## src/rtl/pmod_clp_pkg.sv

```systemverilog
// Shared types, init ROM and opcode constants for the PmodCLP bus sequencer.
package pmod_clp_pkg;

   // Bus sequencer states
   typedef enum logic [2:0] {
      ST_PWRUP     = 3'd0,
      ST_INIT_LOAD = 3'd1,
      ST_SETUP     = 3'd2,
      ST_E_HIGH    = 3'd3,
      ST_HOLD      = 3'd4,
      ST_WAIT      = 3'd5,
      ST_IDLE      = 3'd6
   } state_e;

   // Execution-wait classes applied after each E pulse
   typedef enum logic [1:0] {
      WC_EXEC  = 2'd0,
      WC_LONG  = 2'd1,
      WC_INIT1 = 2'd2,
      WC_INIT2 = 2'd3
   } wait_cls_e;

   // One init ROM entry: instruction byte plus the wait that follows it
   typedef struct packed {
      logic [7:0] data;
      wait_cls_e  cls;
   } init_entry_t;

   localparam int unsigned INIT_LEN   = 7;
   localparam int unsigned INIT_IDX_W = 3;

   localparam logic [7:0] OP_CLEAR = 8'h01;
   localparam logic [7:0] OP_HOME  = 8'h02;

   // Power-up init ROM: function set x4, display on, clear, entry mode
   function automatic init_entry_t init_rom(input logic [INIT_IDX_W-1:0] idx);
      init_entry_t e;
      e.data = 8'h00;
      e.cls  = WC_EXEC;
      case (idx)
         3'd0:    begin e.data = 8'h38; e.cls = WC_INIT1; end
         3'd1:    begin e.data = 8'h38; e.cls = WC_INIT2; end
         3'd2:    begin e.data = 8'h38; e.cls = WC_EXEC;  end
         3'd3:    begin e.data = 8'h38; e.cls = WC_EXEC;  end
         3'd4:    begin e.data = 8'h0C; e.cls = WC_EXEC;  end
         3'd5:    begin e.data = OP_CLEAR; e.cls = WC_LONG; end
         3'd6:    begin e.data = 8'h06; e.cls = WC_EXEC;  end
         default: begin e.data = 8'h00; e.cls = WC_EXEC;  end
      endcase
      return e;
   endfunction

   // Larger of two cycle counts, used to size the phase timer
   function automatic int unsigned max_u(input int unsigned a, input int unsigned b);
      return (a > b) ? a : b;
   endfunction

endpackage

```

## src/rtl/pmod_clp_bus_ctrl_timer.sv

```systemverilog
// Loadable phase down-counter; a zero load value counts as one cycle.
module lcd_wait_timer #(
   parameter int unsigned W       = 8,
   parameter int unsigned RST_VAL = 1
) (
   input  logic         i_clk,
   input  logic         i_rst_n,
   input  logic         i_load,
   input  logic [W-1:0] i_load_val,
   output logic         o_expired
);

   localparam logic [W-1:0] RST_EFF = (RST_VAL == 0) ? W'(1) : W'(RST_VAL);

   logic [W-1:0] r_cnt;
   logic         r_expired;
   logic [W-1:0] w_load_eff;

   assign w_load_eff = (i_load_val == '0) ? W'(1) : i_load_val;

   // Count down to 1 and stop; expired is high in the last cycle of the phase
   always_ff @(posedge i_clk or negedge i_rst_n) begin
      if (!i_rst_n) begin
         r_cnt     <= RST_EFF;
         r_expired <= (RST_EFF == W'(1));
      end else if (i_load) begin
         r_cnt     <= w_load_eff;
         r_expired <= (w_load_eff == W'(1));
      end else if (r_cnt > W'(1)) begin
         r_cnt     <= r_cnt - W'(1);
         r_expired <= (r_cnt == W'(2));
      end
   end

   assign o_expired = r_expired;

endmodule

```

## src/rtl/pmod_clp_bus_ctrl.sv

```systemverilog
// PmodCLP (HD44780) parallel-bus sequencer: power-up init, then one byte write per handshake.
module pmod_clp_bus_ctrl
   import pmod_clp_pkg::*;
#(
   parameter int unsigned T_SETUP_CYC = 4,
   parameter int unsigned T_EPW_CYC   = 25,
   parameter int unsigned T_HOLD_CYC  = 2,
   parameter int unsigned T_EXEC_CYC  = 3700,
   parameter int unsigned T_LONG_CYC  = 152000,
   parameter int unsigned T_PWRUP_CYC = 2000000,
   parameter int unsigned T_INIT1_CYC = 410000,
   parameter int unsigned T_INIT2_CYC = 10000
) (
   input  logic       sysclk,
   input  logic       sysreset_n,
   input  logic       cmd_valid,
   output logic       cmd_ready,
   input  logic       cmd_rs,
   input  logic [7:0] cmd_data,
   output logic       init_done,
   output logic       busy,
   output logic [7:0] lcd_data,
   output logic       lcd_rs,
   output logic       lcd_rw,
   output logic       lcd_e
);

   localparam int unsigned T_MAX = max_u(max_u(max_u(T_SETUP_CYC, T_EPW_CYC),
                                               max_u(T_HOLD_CYC, T_EXEC_CYC)),
                                         max_u(max_u(T_LONG_CYC, T_PWRUP_CYC),
                                               max_u(T_INIT1_CYC, T_INIT2_CYC)));
   localparam int unsigned TMR_W = $clog2(T_MAX) + 1;

   localparam logic [TMR_W-1:0] L_SETUP = TMR_W'(T_SETUP_CYC);
   localparam logic [TMR_W-1:0] L_EPW   = TMR_W'(T_EPW_CYC);
   localparam logic [TMR_W-1:0] L_HOLD  = TMR_W'(T_HOLD_CYC);
   localparam logic [TMR_W-1:0] L_EXEC  = TMR_W'(T_EXEC_CYC);
   localparam logic [TMR_W-1:0] L_LONG  = TMR_W'(T_LONG_CYC);
   localparam logic [TMR_W-1:0] L_INIT1 = TMR_W'(T_INIT1_CYC);
   localparam logic [TMR_W-1:0] L_INIT2 = TMR_W'(T_INIT2_CYC);

   localparam logic [INIT_IDX_W-1:0] LAST_IDX = INIT_IDX_W'(INIT_LEN - 1);

   state_e                r_state;
   logic [INIT_IDX_W-1:0] r_init_idx;
   logic                  r_init_done;
   logic                  r_cmd_ready;
   logic                  r_busy;
   logic [7:0]            r_lcd_data;
   logic                  r_lcd_rs;
   logic                  r_lcd_e;

   logic                  w_accept;
   logic                  w_expired;
   logic                  w_tmr_load;
   logic [TMR_W-1:0]      w_tmr_val;
   logic [TMR_W-1:0]      w_wait_val;
   wait_cls_e             w_wait_cls;
   init_entry_t           w_rom;

   assign w_accept = cmd_valid && r_cmd_ready;
   assign w_rom    = init_rom(r_init_idx);

   // Wait class for the byte on the bus: ROM-defined during init, opcode decode afterwards
   always_comb begin
      w_wait_cls = WC_EXEC;
      if (!r_init_done) begin
         w_wait_cls = w_rom.cls;
      end else if (!r_lcd_rs && ((r_lcd_data == OP_CLEAR) ||
                                 (r_lcd_data[7:1] == OP_HOME[7:1]))) begin
         w_wait_cls = WC_LONG;
      end
   end

   // Map wait class to its cycle count
   always_comb begin
      w_wait_val = L_EXEC;
      case (w_wait_cls)
         WC_LONG:  w_wait_val = L_LONG;
         WC_INIT1: w_wait_val = L_INIT1;
         WC_INIT2: w_wait_val = L_INIT2;
         default:  w_wait_val = L_EXEC;
      endcase
   end

   // Reload the phase timer on every timed-phase entry
   always_comb begin
      w_tmr_load = 1'b0;
      w_tmr_val  = '0;
      case (r_state)
         ST_INIT_LOAD: begin
            w_tmr_load = 1'b1;
            w_tmr_val  = L_SETUP;
         end
         ST_IDLE: begin
            w_tmr_load = w_accept;
            w_tmr_val  = L_SETUP;
         end
         ST_SETUP: begin
            w_tmr_load = w_expired;
            w_tmr_val  = L_EPW;
         end
         ST_E_HIGH: begin
            w_tmr_load = w_expired;
            w_tmr_val  = L_HOLD;
         end
         ST_HOLD: begin
            w_tmr_load = w_expired;
            w_tmr_val  = w_wait_val;
         end
         default: ;
      endcase
   end

   lcd_wait_timer #(
      .W       (TMR_W),
      .RST_VAL (T_PWRUP_CYC)
   ) u_timer (
      .i_clk      (sysclk),
      .i_rst_n    (sysreset_n),
      .i_load     (w_tmr_load),
      .i_load_val (w_tmr_val),
      .o_expired  (w_expired)
   );

   // Bus sequencer with registered bus, strobe and handshake outputs
   always_ff @(posedge sysclk or negedge sysreset_n) begin
      if (!sysreset_n) begin
         r_state     <= ST_PWRUP;
         r_init_idx  <= '0;
         r_init_done <= 1'b0;
         r_cmd_ready <= 1'b0;
         r_busy      <= 1'b1;
         r_lcd_data  <= 8'h00;
         r_lcd_rs    <= 1'b0;
         r_lcd_e     <= 1'b0;
      end else begin
         case (r_state)
            ST_PWRUP: begin
               if (w_expired) r_state <= ST_INIT_LOAD;
            end
            ST_INIT_LOAD: begin
               r_lcd_rs   <= 1'b0;
               r_lcd_data <= w_rom.data;
               r_state    <= ST_SETUP;
            end
            ST_SETUP: begin
               if (w_expired) begin
                  r_lcd_e <= 1'b1;
                  r_state <= ST_E_HIGH;
               end
            end
            ST_E_HIGH: begin
               if (w_expired) begin
                  r_lcd_e <= 1'b0;
                  r_state <= ST_HOLD;
               end
            end
            ST_HOLD: begin
               if (w_expired) r_state <= ST_WAIT;
            end
            ST_WAIT: begin
               if (w_expired) begin
                  if (r_init_done || (r_init_idx == LAST_IDX)) begin
                     r_init_done <= 1'b1;
                     r_init_idx  <= '0;
                     r_cmd_ready <= 1'b1;
                     r_busy      <= 1'b0;
                     r_state     <= ST_IDLE;
                  end else begin
                     r_init_idx <= r_init_idx + INIT_IDX_W'(1);
                     r_state    <= ST_INIT_LOAD;
                  end
               end
            end
            ST_IDLE: begin
               if (w_accept) begin
                  r_lcd_rs    <= cmd_rs;
                  r_lcd_data  <= cmd_data;
                  r_cmd_ready <= 1'b0;
                  r_busy      <= 1'b1;
                  r_state     <= ST_SETUP;
               end
            end
            default: r_state <= ST_PWRUP;
         endcase
      end
   end

   assign cmd_ready = r_cmd_ready;
   assign init_done = r_init_done;
   assign busy      = r_busy;
   assign lcd_data  = r_lcd_data;
   assign lcd_rs    = r_lcd_rs;
   assign lcd_rw    = 1'b0;
   assign lcd_e     = r_lcd_e;

endmodule
```

## config.mk

```make
export PLATFORM = sky130hd
export DESIGN_NAME = pmod_clp_bus_ctrl
export DESIGN_NICKNAME = d
export VERILOG_FILES = /design/src/rtl/pmod_clp_pkg.sv /design/src/rtl/pmod_clp_bus_ctrl_timer.sv /design/src/rtl/pmod_clp_bus_ctrl.sv
export SDC_FILE = /design/constraint.sdc
export NUM_CORES = 1
export LEC_CHECK = 0
export BUFFER_PORTS_ARGS = -buffer_cell sky130_fd_sc_hd__buf_4
export CAP_MARGIN = 20
export CORE_UTILIZATION = 53
export CTS_CLUSTER_DIAMETER = 120
export DETAILED_ROUTE_END_ITERATION = 10
export PLACE_DENSITY = 0.76
export SLEW_MARGIN = 20
export SYNTH_ARGS = -nofsm -noshare
export SYNTH_HDL_FRONTEND = slang
export SYNTH_SLANG_ARGS = --single-unit
export TNS_END_PERCENT = 1
```

## constraint.sdc

```tcl
create_clock -name sysclk -period 2.06 [get_ports sysclk]
set_clock_uncertainty 0.05 [all_clocks]
set_input_delay 0.618 -clock sysclk [delete_from_list [all_inputs] [get_ports sysclk]]
set_output_delay 0.618 -clock sysclk [all_outputs]
set_load 0.02 [all_outputs]
```

==> reports/results.tsv <==
stage	metric	value	unit
yosys	async_flop_share	1.00	
worst_setup_path	cp-end-kind	flip-flop	
sta	layout_min_cycle_time	1990	ps
grt	antenna_found_initial	0	
sta	fmax	502	MHz
yosys	ys_top_cells_by_area	dfrtp_1 34%, dfstp_2 8.5%, o21ai_0 7.1%	
layout	multi_input_area	1380	um2
yosys	yosys_register_bits	42	
clock_network	root_buffer	clkbuf_8	
layout	final_cells	363	
yosys	synth-edff-count	0	
clock_network	clk_latency	290	ps
worst_setup_path	crit_chain	or4_4 -> nor4b_4 -> buf_4 -> a211oi_2 -> xnor2_1 -> o21ai_1	
clock_network	cts_buffer_depth	2	
route	wirelength	5.52	mm
floorplan	dieArea	4930	um2
placed_design	dp.cells	351	
power_and_ir_drop	ir_worst_vdd	310	uV
sta	timing.final.max_slew_violations	0	
layout	fillers	333	
sta	worstMarginPinSlew	538	ps
yosys	yosys_warnings	0	
worst_setup_path	cp_max_fo	4	
route	drcViolationCount	0	
yosys	syn_area	2470	um2
yosys	synth_top_area_frac	0.345	
yosys	syn_avg_cell_area	9.14	um2
yosys	synth_cells	270	
floorplan	ios	26	
sta	timing.setup.tns	0	ps
worst_setup_path	path_depth	6	
yosys	ys_types	45	
placed_design	dp_hpwl	4.01	mm
status	status	finished clean	
layout	fin_nets	335	
layout	drive_above_1_share	0.254	
sta	hold_viol	0	
worst_setup_path	crit_type	reg2reg	
sta	period_share	0.967	
sta	slew_headroom	0.641	
clock_network	cts_hold_buf	0	
floorplan	die_width	70.2	um
job	cap_viol_max_count	0	
layout	fin_area	2980	um2
floorplan	die_y	70.2	um
power_and_ir_drop	finalPower	1.40	mW
clock_network	cts-htree-levels	2	
route	drt-pass1-iter-count	4	
yosys	synth_nets	295	
floorplan	start_util	0.559	
yosys	ys_seq_area_frac	0.430	
sta	rsz0062_at_grt	yes	
worst_setup_path	reg2regPathDepth	6	
floorplan	core.rowCount	24	
worst_setup_path	r2r_end	u_timer.r_cnt[9]	
power_and_ir_drop	power_density	469	nW/um2
clock_network	path_clk_slew	80	ps
worst_setup_path	cp_top_family	simple AND/OR/NAND/NOR gates	
route	wire_per_inst	15.2	um
worst_setup_path	r2r_start	u_timer.r_cnt[18]	
clock_network	cts_buffers	5	
route	dr.first_iter.drc_count	149	
grt	grt_max_degree	43	
grt	grt_pass1_vias	2055	
layout	antenna_cells	0	
yosys	synth_top_cell_by_area	dfrtp_1	
yosys	ys.flop_type	dfrtp_1	
grt	overflow	0	
route	ant_nets	0	
route	vias	2128	
grt	grt_pass1_wl	9.70	mm
worst_setup_path	slowest_stage	or4_4	
grt	globalRouteTotalUtil	0.249	
layout	syn_to_final_growth	20.9	%
worst_setup_path	required	2200	ps
worst_setup_path	r2r_setup_slack	70	ps
worst_hold_path	hold_class	in2async	
route	drt-vias-per-instance	5.86	
worst_setup_path	critPathMaxStageDelay	550	ps
clock_network	cts_tree	done	
worst_setup_path	path_buf_inv	1	
sta	holdWs	246	ps
placed_design	dp_worst_setup_slack	-107	ps
placed_design	portBuffers	24	
placed_design	gp_congestion	0.836	
layout	ff_latch_area	1060	um2
clock_network	cts.sinks	42	
power_and_ir_drop	leakage	1.26	nW
worst_setup_path	cp-start-kind	flip-flop	
floorplan	core-area	4410	um2
layout	fin_util	0.676	
sta	fin_ws	68.4	ps
worst_setup_path	cp.arrival	2130	ps
placed_design	placed_area	2780	um2
sta	finalSetupViolCount	0	
## layer usage
| metal | track usage | vias up | wire length, um |
|---|---|---|---|
| li1 | - | 1026 | - |
| met1 | 0.371 | 1038 | 2640 |
| met2 | 0.363 | 53 | 2510 |
| met3 | 0.0548 | 11 | 277 |
| met4 | 0.0756 | 0 | 85 |
| met5 | 0 | - | 0 |
## Yosys cell counts (3+ instances only)
cell type / number
nand3_1: 7
nor2_1: 26
xnor2_1: 12
ha_1: 13
nand4_1: 4
nand2_1: 24
a21oi_1: 14
o21ai_0: 35
xor2_1: 6
nand2b_1: 6
and3_1: 3
nor3_1: 5
dfrtp_1: 34
nor4_1: 9
dfstp_2: 8
mux2i_1: 3
a31oi_1: 5
nor2b_1: 3
clkbuf_1: 8
a22o_1: 4
inv_1: 13
## worst max-delay path by stage
stage	from	endpoint
global route	u_timer.r_cnt[18]	u_timer.r_cnt[5]
floorplan	u_timer.r_cnt[19]	u_timer.r_cnt[1]
CTS	u_timer.r_cnt[0]	u_timer.r_cnt[10]
detailed placement	u_timer.r_cnt[0]	u_timer.r_cnt[3]
finish	u_timer.r_cnt[18]	u_timer.r_cnt[9]
global placement	u_timer.r_cnt[0]	u_timer.r_cnt[3]
## repair_timing
item / 4_1_cts / 5_1_grt
gates resized for setup: 5 / 14
endpoints found under the setup margin: 2 / 16
setup buffers: 0 / 4
gates cloned: 0 / 0
pin swaps: 1 / 4
## layout by cell type (no fill, tap or decap), types with 3 or more instances in the layout
master	instances
a21oi_1	14
a22o_1	4
a31oi_1	5
and3_1	3
buf_4	44
clkbuf_8	6
dfrtp_1	32
dfstp_2	8
ha_1	12
inv_1	13
mux2i_1	3
nand2_1	24
nand2b_1	6
nand3_1	7
nand4_1	4
nor2_1	25
nor2b_1	3
nor3_1	5
nor4_1	6
o21ai_0	31
o21ai_1	3
xnor2_1	12
xor2_1	6
## report_power, final
group	leakage (nW)	internal (mW)	switching [mW]
clock	0.0482	0.270	0.272
combinational	0.718	0.0133	0.0201
sequential	0.495	0.825	0
total	1.26	1.11	0.292
## registers in the layout (all words and copies together), names as in the netlist
name               count
busy                   1
lcd_rs                 1
r_state                3
lcd_data               8
u_timer.o_expired      1
r_init_idx             3
u_timer.r_cnt         22
lcd_e                  1
cmd_ready              1
init_done              1
## kinds of logic after synthesis
family                     synth area share
AOI/OAI and AO/OA                     0.160
buffers and inverters                0.0416
DFF                                   0.430
adders and majority gates            0.0659
other                               0.00152
xor gates and xnor gates             0.0639
and+or+nand+nor                       0.219
muxes                                0.0183
## area by class of cell
cell class              instances  share of cell area
multi-input cells             204               0.464
flip-flops and latches         42               0.357
repair buffers                 44               0.111
well taps                      52              0.0218
inverters                      13              0.0164
clock inverters                 1             0.00168
clock buffers                   7              0.0289
(Power assumes the default switching activity.)
